**config.mk**
```make
export PLATFORM = sky130hd
export DESIGN_NAME = pe_operand_loader
export DESIGN_NICKNAME = d
export VERILOG_FILES = /design/src/rtl/pe_pkg.sv /design/src/rtl/pe_nan_detect.sv /design/src/rtl/pe_operand_loader.sv
export SDC_FILE = /design/constraint.sdc
export NUM_CORES = 1
export LEC_CHECK = 0
export ABC_AREA = 1
export BUFFER_PORTS_ARGS = -buffer_cell sky130_fd_sc_hd__buf_2
export CAP_MARGIN = 20
export CELL_PAD_IN_SITES_DETAIL_PLACEMENT = 0
export CELL_PAD_IN_SITES_GLOBAL_PLACEMENT = 2
export CORE_ASPECT_RATIO = 1.25
export CORE_MARGIN = 2
export CORE_UTILIZATION = 24
export CTS_BUF_LIST = sky130_fd_sc_hd__clkbuf_4
export DETAILED_ROUTE_END_ITERATION = 16
export PLACE_DENSITY_LB_ADDON = 0.1
export SYNTH_ARGS = -nofsm -noshare
export SYNTH_HDL_FRONTEND = slang
export SYNTH_SLANG_ARGS = --single-unit
```
**constraint.sdc**
```tcl
create_clock -name clk -period 1.3 [get_ports clk]
set_input_delay 0.39 -clock clk [delete_from_list [all_inputs] [get_ports clk]]
set_output_delay 0.39 -clock clk [all_outputs]
set_load 0.02 [all_outputs]
```
**src/rtl/pe_pkg.sv**
```systemverilog
// Shared float32 field positions and loader FSM encoding for the PE operand loader.
package pe_pkg;

  localparam int FP_W    = 32;
  localparam int EXP_MSB = 30;
  localparam int EXP_LSB = 23;
  localparam int MAN_MSB = 22;
  localparam int MAN_LSB = 0;
  localparam int EXP_W   = EXP_MSB - EXP_LSB + 1;
  localparam int MAN_W   = MAN_MSB - MAN_LSB + 1;

  typedef enum logic [1:0] {
    ST_LOAD = 2'd0,
    ST_WAIT = 2'd1,
    ST_HOLD = 2'd2
  } pe_state_e;

endpackage

```
**src/rtl/pe_nan_detect.sv**
```systemverilog
// Combinational float32 NaN detector: all-ones exponent with a nonzero mantissa.
module pe_nan_detect
  import pe_pkg::*;
(
  input  logic [FP_W-1:0] din,
  output logic            nan
);

  logic [EXP_W-1:0] exp_f;
  logic [MAN_W-1:0] man_f;
  logic             unused_sign;

  assign exp_f       = din[EXP_MSB:EXP_LSB];
  assign man_f       = din[MAN_MSB:MAN_LSB];
  assign unused_sign = din[FP_W-1];
  assign nan         = (&exp_f) && (|man_f);

endmodule

```
**src/rtl/pe_operand_loader.sv**
```systemverilog
// Collects N float32 operand pairs for a PE, waits PE_LAT cycles for settling, then holds the result.
// Optional NaN flag on loaded operands is enabled with `define PE_LOADER_NAN_CHECK_EN.
//
// Handshakes: a transfer happens on a rising edge where valid && ready are both 1;
// valid/data may change freely otherwise, and ready does not depend on valid.
module pe_operand_loader
  import pe_pkg::*;
#(
  parameter int N      = 2,
  parameter int PE_LAT = 4
) (
  input  logic              clk,
  input  logic              rst,
  input  logic              in_valid,
  output logic              in_ready,
  input  logic [FP_W-1:0]   in_a,
  input  logic [FP_W-1:0]   in_b,
  output logic [FP_W*N-1:0] pe_a,
  output logic [FP_W*N-1:0] pe_b,
  input  logic [FP_W-1:0]   pe_result,
  output logic              res_valid,
  input  logic              res_ready,
  output logic [FP_W-1:0]   res_data,
`ifdef PE_LOADER_NAN_CHECK_EN
  output logic              res_nan,
`endif
  output pe_state_e         dbg_state
);

  localparam int IDX_W = (N > 1) ? $clog2(N) : 1;
  localparam logic [IDX_W-1:0] IDX_LAST = IDX_W'(N - 1);
  localparam logic [7:0] CNT_INIT = 8'(PE_LAT - 1);

  pe_state_e         state_q, state_d;
  logic [IDX_W-1:0]  idx_q;
  logic [7:0]        cnt_q;
  logic [FP_W-1:0]   res_data_q;
  logic [FP_W*N-1:0] pe_a_q, pe_b_q;
  logic              load_fire, last_fire, capture;

  always_comb begin
    state_d   = state_q;
    in_ready  = 1'b0;
    res_valid = 1'b0;
    load_fire = 1'b0;
    last_fire = 1'b0;
    capture   = 1'b0;
    case (state_q)
      ST_LOAD: begin
        in_ready  = 1'b1;
        load_fire = in_valid;
        if (in_valid && (idx_q == IDX_LAST)) begin
          last_fire = 1'b1;
          state_d   = ST_WAIT;
        end
      end
      ST_WAIT: begin
        if (cnt_q == 8'd0) begin
          capture = 1'b1;
          state_d = ST_HOLD;
        end
      end
      ST_HOLD: begin
        res_valid = 1'b1;
        if (res_ready) state_d = ST_LOAD;
      end
      default: state_d = ST_LOAD;
    endcase
  end

  always_ff @(posedge clk) begin
    if (rst) begin
      state_q    <= ST_LOAD;
      idx_q      <= '0;
      cnt_q      <= '0;
      res_data_q <= '0;
      pe_a_q     <= '0;
      pe_b_q     <= '0;
    end else begin
      state_q <= state_d;
      if (load_fire) begin
        idx_q <= last_fire ? '0 : idx_q + IDX_W'(1);
      end
      // Only the addressed slot changes; the rest keep the previous job's operands.
      for (int k = 0; k < N; k++) begin
        if (load_fire && (idx_q == IDX_W'(k))) begin
          pe_a_q[k*FP_W +: FP_W] <= in_a;
          pe_b_q[k*FP_W +: FP_W] <= in_b;
        end
      end
      if (last_fire) begin
        cnt_q <= CNT_INIT;
      end else if ((state_q == ST_WAIT) && (cnt_q != 8'd0)) begin
        cnt_q <= cnt_q - 8'd1;
      end
      if (capture) res_data_q <= pe_result;
    end
  end

`ifdef PE_LOADER_NAN_CHECK_EN
  logic nan_a, nan_b, nan_seen_q;

  pe_nan_detect u_nan_a (.din(in_a), .nan(nan_a));
  pe_nan_detect u_nan_b (.din(in_b), .nan(nan_b));

  // Sticky across the job; cleared when the result is consumed.
  always_ff @(posedge clk) begin
    if (rst) begin
      nan_seen_q <= 1'b0;
    end else if (load_fire && (nan_a || nan_b)) begin
      nan_seen_q <= 1'b1;
    end else if ((state_q == ST_HOLD) && res_ready) begin
      nan_seen_q <= 1'b0;
    end
  end

  assign res_nan = (state_q == ST_HOLD) && nan_seen_q;
`endif

  assign pe_a      = pe_a_q;
  assign pe_b      = pe_b_q;
  assign res_data  = res_data_q;
  assign dbg_state = state_q;

endmodule
```
==> flow_summary_export.csv, run 1 <==
group,metric,value,unit
status,status,"complete, but fails checks",
status,violations,"setup timing",
layout,fin_area,12900,µm²
die,fp.dieArea,27900,µm²
sta,max_slew_margin,0.683,
die,chipHeight,186,µm
hold_path,hold_path_class,"in2reg",
die,start_util,0.244,
layout,fin_cells,1549,
detailed_routing,vias,6809,
global_route,grt_usage,0.177,
cts,clkLatencyLatePin,0.59,ns
synthesis,synth_flop_cell,"dfxtp_1",
synthesis,netlist_area,6380,µm²
layout,fill_cells,2536,
die,core-area,26100,µm²
setup_path,end_kind,"output port",
pwr,powerDensity,1110,nW/µm²
global_route,grt_pass1_vias,6662,
setup_path,slowest_stage,"dfxtp_4",
sta,min_period,1.71,ns
cts,cts_made_buffers,17,
sta,layout_setup_ws,-0.405,ns
cts,h-tree-depth,4,
job,drv_cap,0,
synthesis,yosys.area.top_type,"dfxtp_1",
pwr,p_int,9650,µW
sta,fmax,0.586,GHz
die,die_width,150,µm
pwr,pwr-share-seq,0.423,
setup_path,worstPathMaxFanout,3,
global_route,overflow,0,
detailed_routing,ant_nets,0,
global_route,grt_pass1_wl,37700,µm
setup_path,cp.required,0.91,ns
synthesis,synth_top_cells_by_count,"dfxtp_1, nor2_1, o21ai_0",
synthesis,synth_edf_count,0,
setup_path,crit_top_cell,"buf_6",
detailed_routing,avgRoutedWirePerCell,17.4,µm
synthesis,synthTopCellsByArea,"dfxtp_1, o21ai_0, nor2_1",
setup_path,slowest_delay,0.38,ns
synthesis,yosysTopAreaCellShare,0.537,
detailed_routing,drc,0,
synthesis,synth_most_common_cell,"dfxtp_1",
detailed_routing,drt_wl_total,27000,µm
placement,dpl_cell_area,8230,µm²
synthesis,ys_ff_latch,171,
placement,dp_cells,1386,
die,rows,66,
synthesis,avgSynthCellArea,8.01,µm²
cts,clockBufferDepth,2,
cts,clk_pin_slew,0.15,ns
pwr,leakagePower,0.00537,µW
setup_path,crit_chain,"buf_6 -> nor2_4 -> buf_6",
pwr,power_frac_clock,0.229,
placement,io_buffers,263,
layout,nets,1295,
cts,cts_tree,"done",
synthesis,syn_nets,898,
placement,gp_congestion,0.713,
sta,maxSlewViolCount,0,
setup_path,start_kind,"flop",
setup_path,arrival,1.32,ns
sta,rsz0062_at_grt,"true",
sta,finalHoldViolCount,0,
detailed_routing,drt-vias-per-instance,4.40,
synthesis,ys_types,27,
synthesis,yosys_warnings,0,
placement,post-place-ws,-0.0699,ns
synthesis,syn_inst,796,
cts,cts-root-buf,"clkbuf_4",
setup_path,crit_type,"reg2out",
synthesis,synthArstFlopShare,0,
pwr,swShare,0.328,
placement,dp_hpwl,14900,µm
synthesis,ys_seq_area_frac,0.537,
detailed_routing,drtIter0Drc,141,
cts,cts_sinks,171,
layout,area_growth,103,%
die,io_pins,264,
pwr,p_switching,4710,µW
layout,drive_above_1_share,0.715,
detailed_routing,drtPass1Iterations,4,
sta,fin_skew,0.0144,ns
sta,tightest_slew,0.476,ns
global_route,grt_max_degree,61,
global_route,antenna_found_initial,5,
pwr,ir_worst_vdd,0.488,mV
sta,min_period_over_period,1.31,
sta,report.final.setup_viol,335,
pwr,comb_power_share,0.348,
[layout make-up]
class | count | area (µm²) | share of cell area
clock inverter | 12 | 150 | 0.0116
timing repair buffer | 433 | 4660 | 0.361
antenna | 4 | 10.0 | 0.000775
sequential | 171 | 3650 | 0.282
tap | 340 | 425 | 0.0329
multi-input combinational | 488 | 3560 | 0.276
clock buffer | 19 | 143 | 0.0110
inverter | 82 | 322 | 0.0249
[stage by stage]
stage / power [µW] / TNS (ns) / hold slack [ns] / util
6_report: 14400 / -55.06 / 0.0647 / 0.495
5_1_grt: 15100 / -82.42 / -0.0101 / 0.495
4_1_cts: 13800 / -76.53 / 0.000205 / 0.444
3_5_place_dp: 8670 / -2.60 / 0.431 / 0.315
3_3_place_gp: 8670 / -1.03 / 0.428 / 0.315
2_1_floorplan: 7640 / -0.635 / 0.455 / -
[registers in the layout, indices dropped and copies added (netlist names)]
| name | cells |
|---|---|
| cnt_q | 8 |
| pe_a | 64 |
| pe_b | 64 |
| dbg_state | 2 |
| idx_q | 1 |
| res_data | 32 |
[critical path: cells and delay by family, from the launching register on]
kind | cells | cell delay [ns]
buf+inv | 2 | 0.26
flops | 1 | 0.38
simple gates | 1 | 0.11
[cell families after synthesis]
kind of cell	after synthesis	synth area share
flip-flops	171	0.537
AND/OR/NAND/NOR	247	0.166
AO/OA/AOI/OAI	239	0.189
buffers and inverters	137	0.104
adder cells (fa/ha/maj)	2	0.00392
[worst paths after layout]
check | depth (start not counted) | from | slack [ns] | endpoint
worst min-delay path | 3 | in_b[30] | 0.06 | pe_b[62]
worst min register to register | 2 | pe_a[10] | 0.45 | pe_a[10]
worst max register to register | 9 | dbg_state[1] | -0.25 | pe_a[48]
worst max-delay path | 3 | dbg_state[0] | -0.41 | res_valid
[routing by layer]
layer / track usage / part of all wire / vias to the layer above
met5: 0 / 0.00041 / -
met4: 0.0445 / 0.0083 / 2
met3: 0.0607 / 0.067 / 15
met2: 0.316 / 0.53 / 192
met1: 0.202 / 0.40 / 3206
li1: - / - / 3394
[placed cells by master, fill, tap and decap left out, types with 36 or more instances in the layout]
cell type	instances
buf_6	178
dfxtp_2	157
nor2_1	103
buf_2	100
o21ai_2	96
inv_1	75
a21oi_2	64
buf_4	58
a21oi_1	41
dlygate4sd3_1	36
[power groups by stage]
stage / combinational (µW) / sequential (µW) / clock [µW]
3_5_place_dp: 2680 / 5990 / 0
2_1_floorplan: 1150 / 6490 / 0
4_1_cts: 4270 / 6050 / 3480
6_report: 5000 / 6070 / 3290
3_3_place_gp: 2700 / 5980 / 0
5_1_grt: 5320 / 6130 / 3670
[repair_timing]
item / CTS / global route
resized for setup: 744 / 283
pin swaps: 26 / 64
hold buffers: 35 / 1
hold endpoints to repair: 35 / 1
buffers inserted: 30 / 38
cloned: 24 / 13
setup endpoints to repair: 286 / 335
(Power assumes the default switching activity.)
==> run 2, diff against run 1 <==
--- a/config.mk
+++ b/config.mk
@@ -15,6 +15,7 @@
 export CORE_UTILIZATION = 24
 export CTS_BUF_LIST = sky130_fd_sc_hd__clkbuf_4
 export DETAILED_ROUTE_END_ITERATION = 16
+export MAX_ROUTING_LAYER = met4
 export PLACE_DENSITY_LB_ADDON = 0.1
 export SYNTH_ARGS = -nofsm -noshare
 export SYNTH_HDL_FRONTEND = slang
==> run 2 against run 1 <==
  * The flow still finishes with violations (setup timing)
  * Sequential share of layout area is essentially flat
  * Total power barely moved
  * Utilization up 0.058 points
  * Clock power is essentially flat
  * Clock-buffer cell count stayed put
  * Die area stayed put
  * Global-route usage grew 0.54 points
  * Combinational power is essentially flat
  * Clock skew is essentially flat
  * Sequential power barely moved
  * Highest routed layer is now met4
==> flow_summary_export.csv, run 2 (synthesized netlist as in run 1, its figures left out) <==
group,metric,value,unit
global_route,grt_pass1_vias,6678,
cts,clk_pin_slew,0.15,ns
detailed_routing,drtPass1Iterations,4,
cts,cts_sinks,171,
detailed_routing,drc,0,
die,io_pins,264,
status,status,"complete, but fails checks",
setup_path,crit_chain,"buf_6 -> nor2_4 -> buf_6",
detailed_routing,avgRoutedWirePerCell,17.4,µm
setup_path,r2r_setup_slack,-0.26,ns
sta,maxSlewViolCount,0,
global_route,antenna_found_initial,4,
sta,fmax,0.587,GHz
setup_path,crit_top_cell,"buf_6",
global_route,grt_pass1_wl,37600,µm
placement,io_buffers,263,
setup_path,worstPathMaxFanout,3,
detailed_routing,drtIter0Drc,131,
sta,fin_skew,0.0148,ns
placement,dp_hpwl,14900,µm
layout,mostFrequentLayoutCells,"buf_6, dfxtp_2, nor2_1",
setup_path,slowest_delay,0.38,ns
cts,clkLatencyLatePin,0.58,ns
setup_path,rr_worst_depth,9,
die,start_util,0.244,
pwr,powerDensity,1110,nW/µm²
sta,min_period_over_period,1.31,
setup_path,slowest_stage,"dfxtp_4",
cts,cts-root-buf,"clkbuf_4",
hold_path,hold_path_class,"in2reg",
cts,cts_made_buffers,17,
placement,dpl_cell_area,8230,µm²
global_route,grt_max_degree,61,
job,drv_cap,0,
layout,drive_above_1_share,0.716,
global_route,grt_usage,0.182,
pwr,leakagePower,0.00537,µW
setup_path,arrival,1.31,ns
global_route,overflow,0,
detailed_routing,vias,6785,
detailed_routing,ant_nets,0,
die,chipHeight,186,µm
die,die_width,150,µm
hold_path,hp-start,"in_b[30]",
setup_path,crit_type,"reg2out",
layout,final_common_cell,"buf_6",
sta,finalHoldViolCount,0,
layout,area_growth,103,%
hold_path,holdPathStages,3,
die,fp.dieArea,27900,µm²
cts,h-tree-depth,4,
cts,cts_tree,"done",
sta,max_slew_margin,0.689,
placement,gp_congestion,0.721,
layout,fin_area,12900,µm²
setup_path,cp.required,0.91,ns
setup_path,end_kind,"output port",
layout,nets,1296,
setup_path,reg2reg_from,"dbg_state[1]",
sta,min_period,1.70,ns
detailed_routing,drt-vias-per-instance,4.37,
sta,report.final.setup_viol,335,
detailed_routing,drt_wl_total,27000,µm
cts,clockBufferDepth,2,
status,violations,"setup timing",
setup_path,start_kind,"flop",
sta,holdWs,0.0737,ns
hold_path,min_to,"pe_b[62]",
sta,rsz0062_at_grt,"true",
sta,layout_setup_ws,-0.403,ns
setup_path,rr_endpoint,"pe_a[44]",
pwr,ir_worst_vdd,0.488,mV
die,core-area,26100,µm²
sta,tightest_slew,0.466,ns
die,rows,66,
[run 2: final cells by class]
type | count | area, µm²
timing repair buffer | 434 | 4670
sequential | 171 | 3650
antenna | 6 | 15.0
multi-input combinational | 488 | 3560
inverter | 82 | 322
clock buffer | 19 | 143
tap | 340 | 425
fill | 2534 | 13200
clock inverter | 12 | 150
[run 2: layer usage]
layer	share of wire	GRT usage
met5	0	-
met4	0.011	0.0445
met3	0.063	0.0588
met2	0.52	0.315
met1	0.40	0.205
[run 2: worst max-delay path by stage]
stage                            start        end  slack, ns  depth (start not counted)
final                     dbg_state[0]  res_valid      -0.40                          3
after global routing      dbg_state[1]  res_valid      -0.51                          4
after CTS                 dbg_state[1]  res_valid      -0.48                          4
after detailed placement  dbg_state[0]   pe_b[27]      -0.07                          6
after global placement        in_valid    pe_b[9]      -0.05                          6
after floorplan           dbg_state[0]    pe_a[0]      -0.02                          6
[run 2: repair_timing]
| item | 4_1_cts | 5_1_grt |
|---|---|---|
| endpoints found under the hold margin | 35 | 2 |
| pin swaps | 26 | 65 |
| resized for setup | 744 | 282 |
| buffers inserted | 30 | 38 |
| gates cloned | 24 | 13 |
| endpoints found under the setup margin | 286 | 335 |
| hold buffers | 35 | 2 |
[run 2: worst max-delay path: cells and delay by family, from the launching register on]
family / cells / cell delay [ns]
simple gates: 1 / 0.11
flops: 1 / 0.38
buf+inv: 2 / 0.26
[run 2: metrics by stage]
stage	worst slack (ns)	power (µW)	util	cells	TNS (ns)
5_1_grt	-0.505	15100	0.495	1550	-81.37
2_1_floorplan	-0.0150	7640	-	796	-0.635
6_report	-0.403	14400	0.496	1552	-54.03
3_5_place_dp	-0.0699	8670	0.315	1386	-2.60
4_1_cts	-0.485	13800	0.444	1506	-76.53
3_3_place_gp	-0.0479	8670	0.315	1386	-1.03
[run 2: power by group]
group	switching (µW)	internal, µW	leakage [µW]
registers	324	5740	0.00147
clock network	1930	1350	0.000147
logic	2450	2550	0.00376
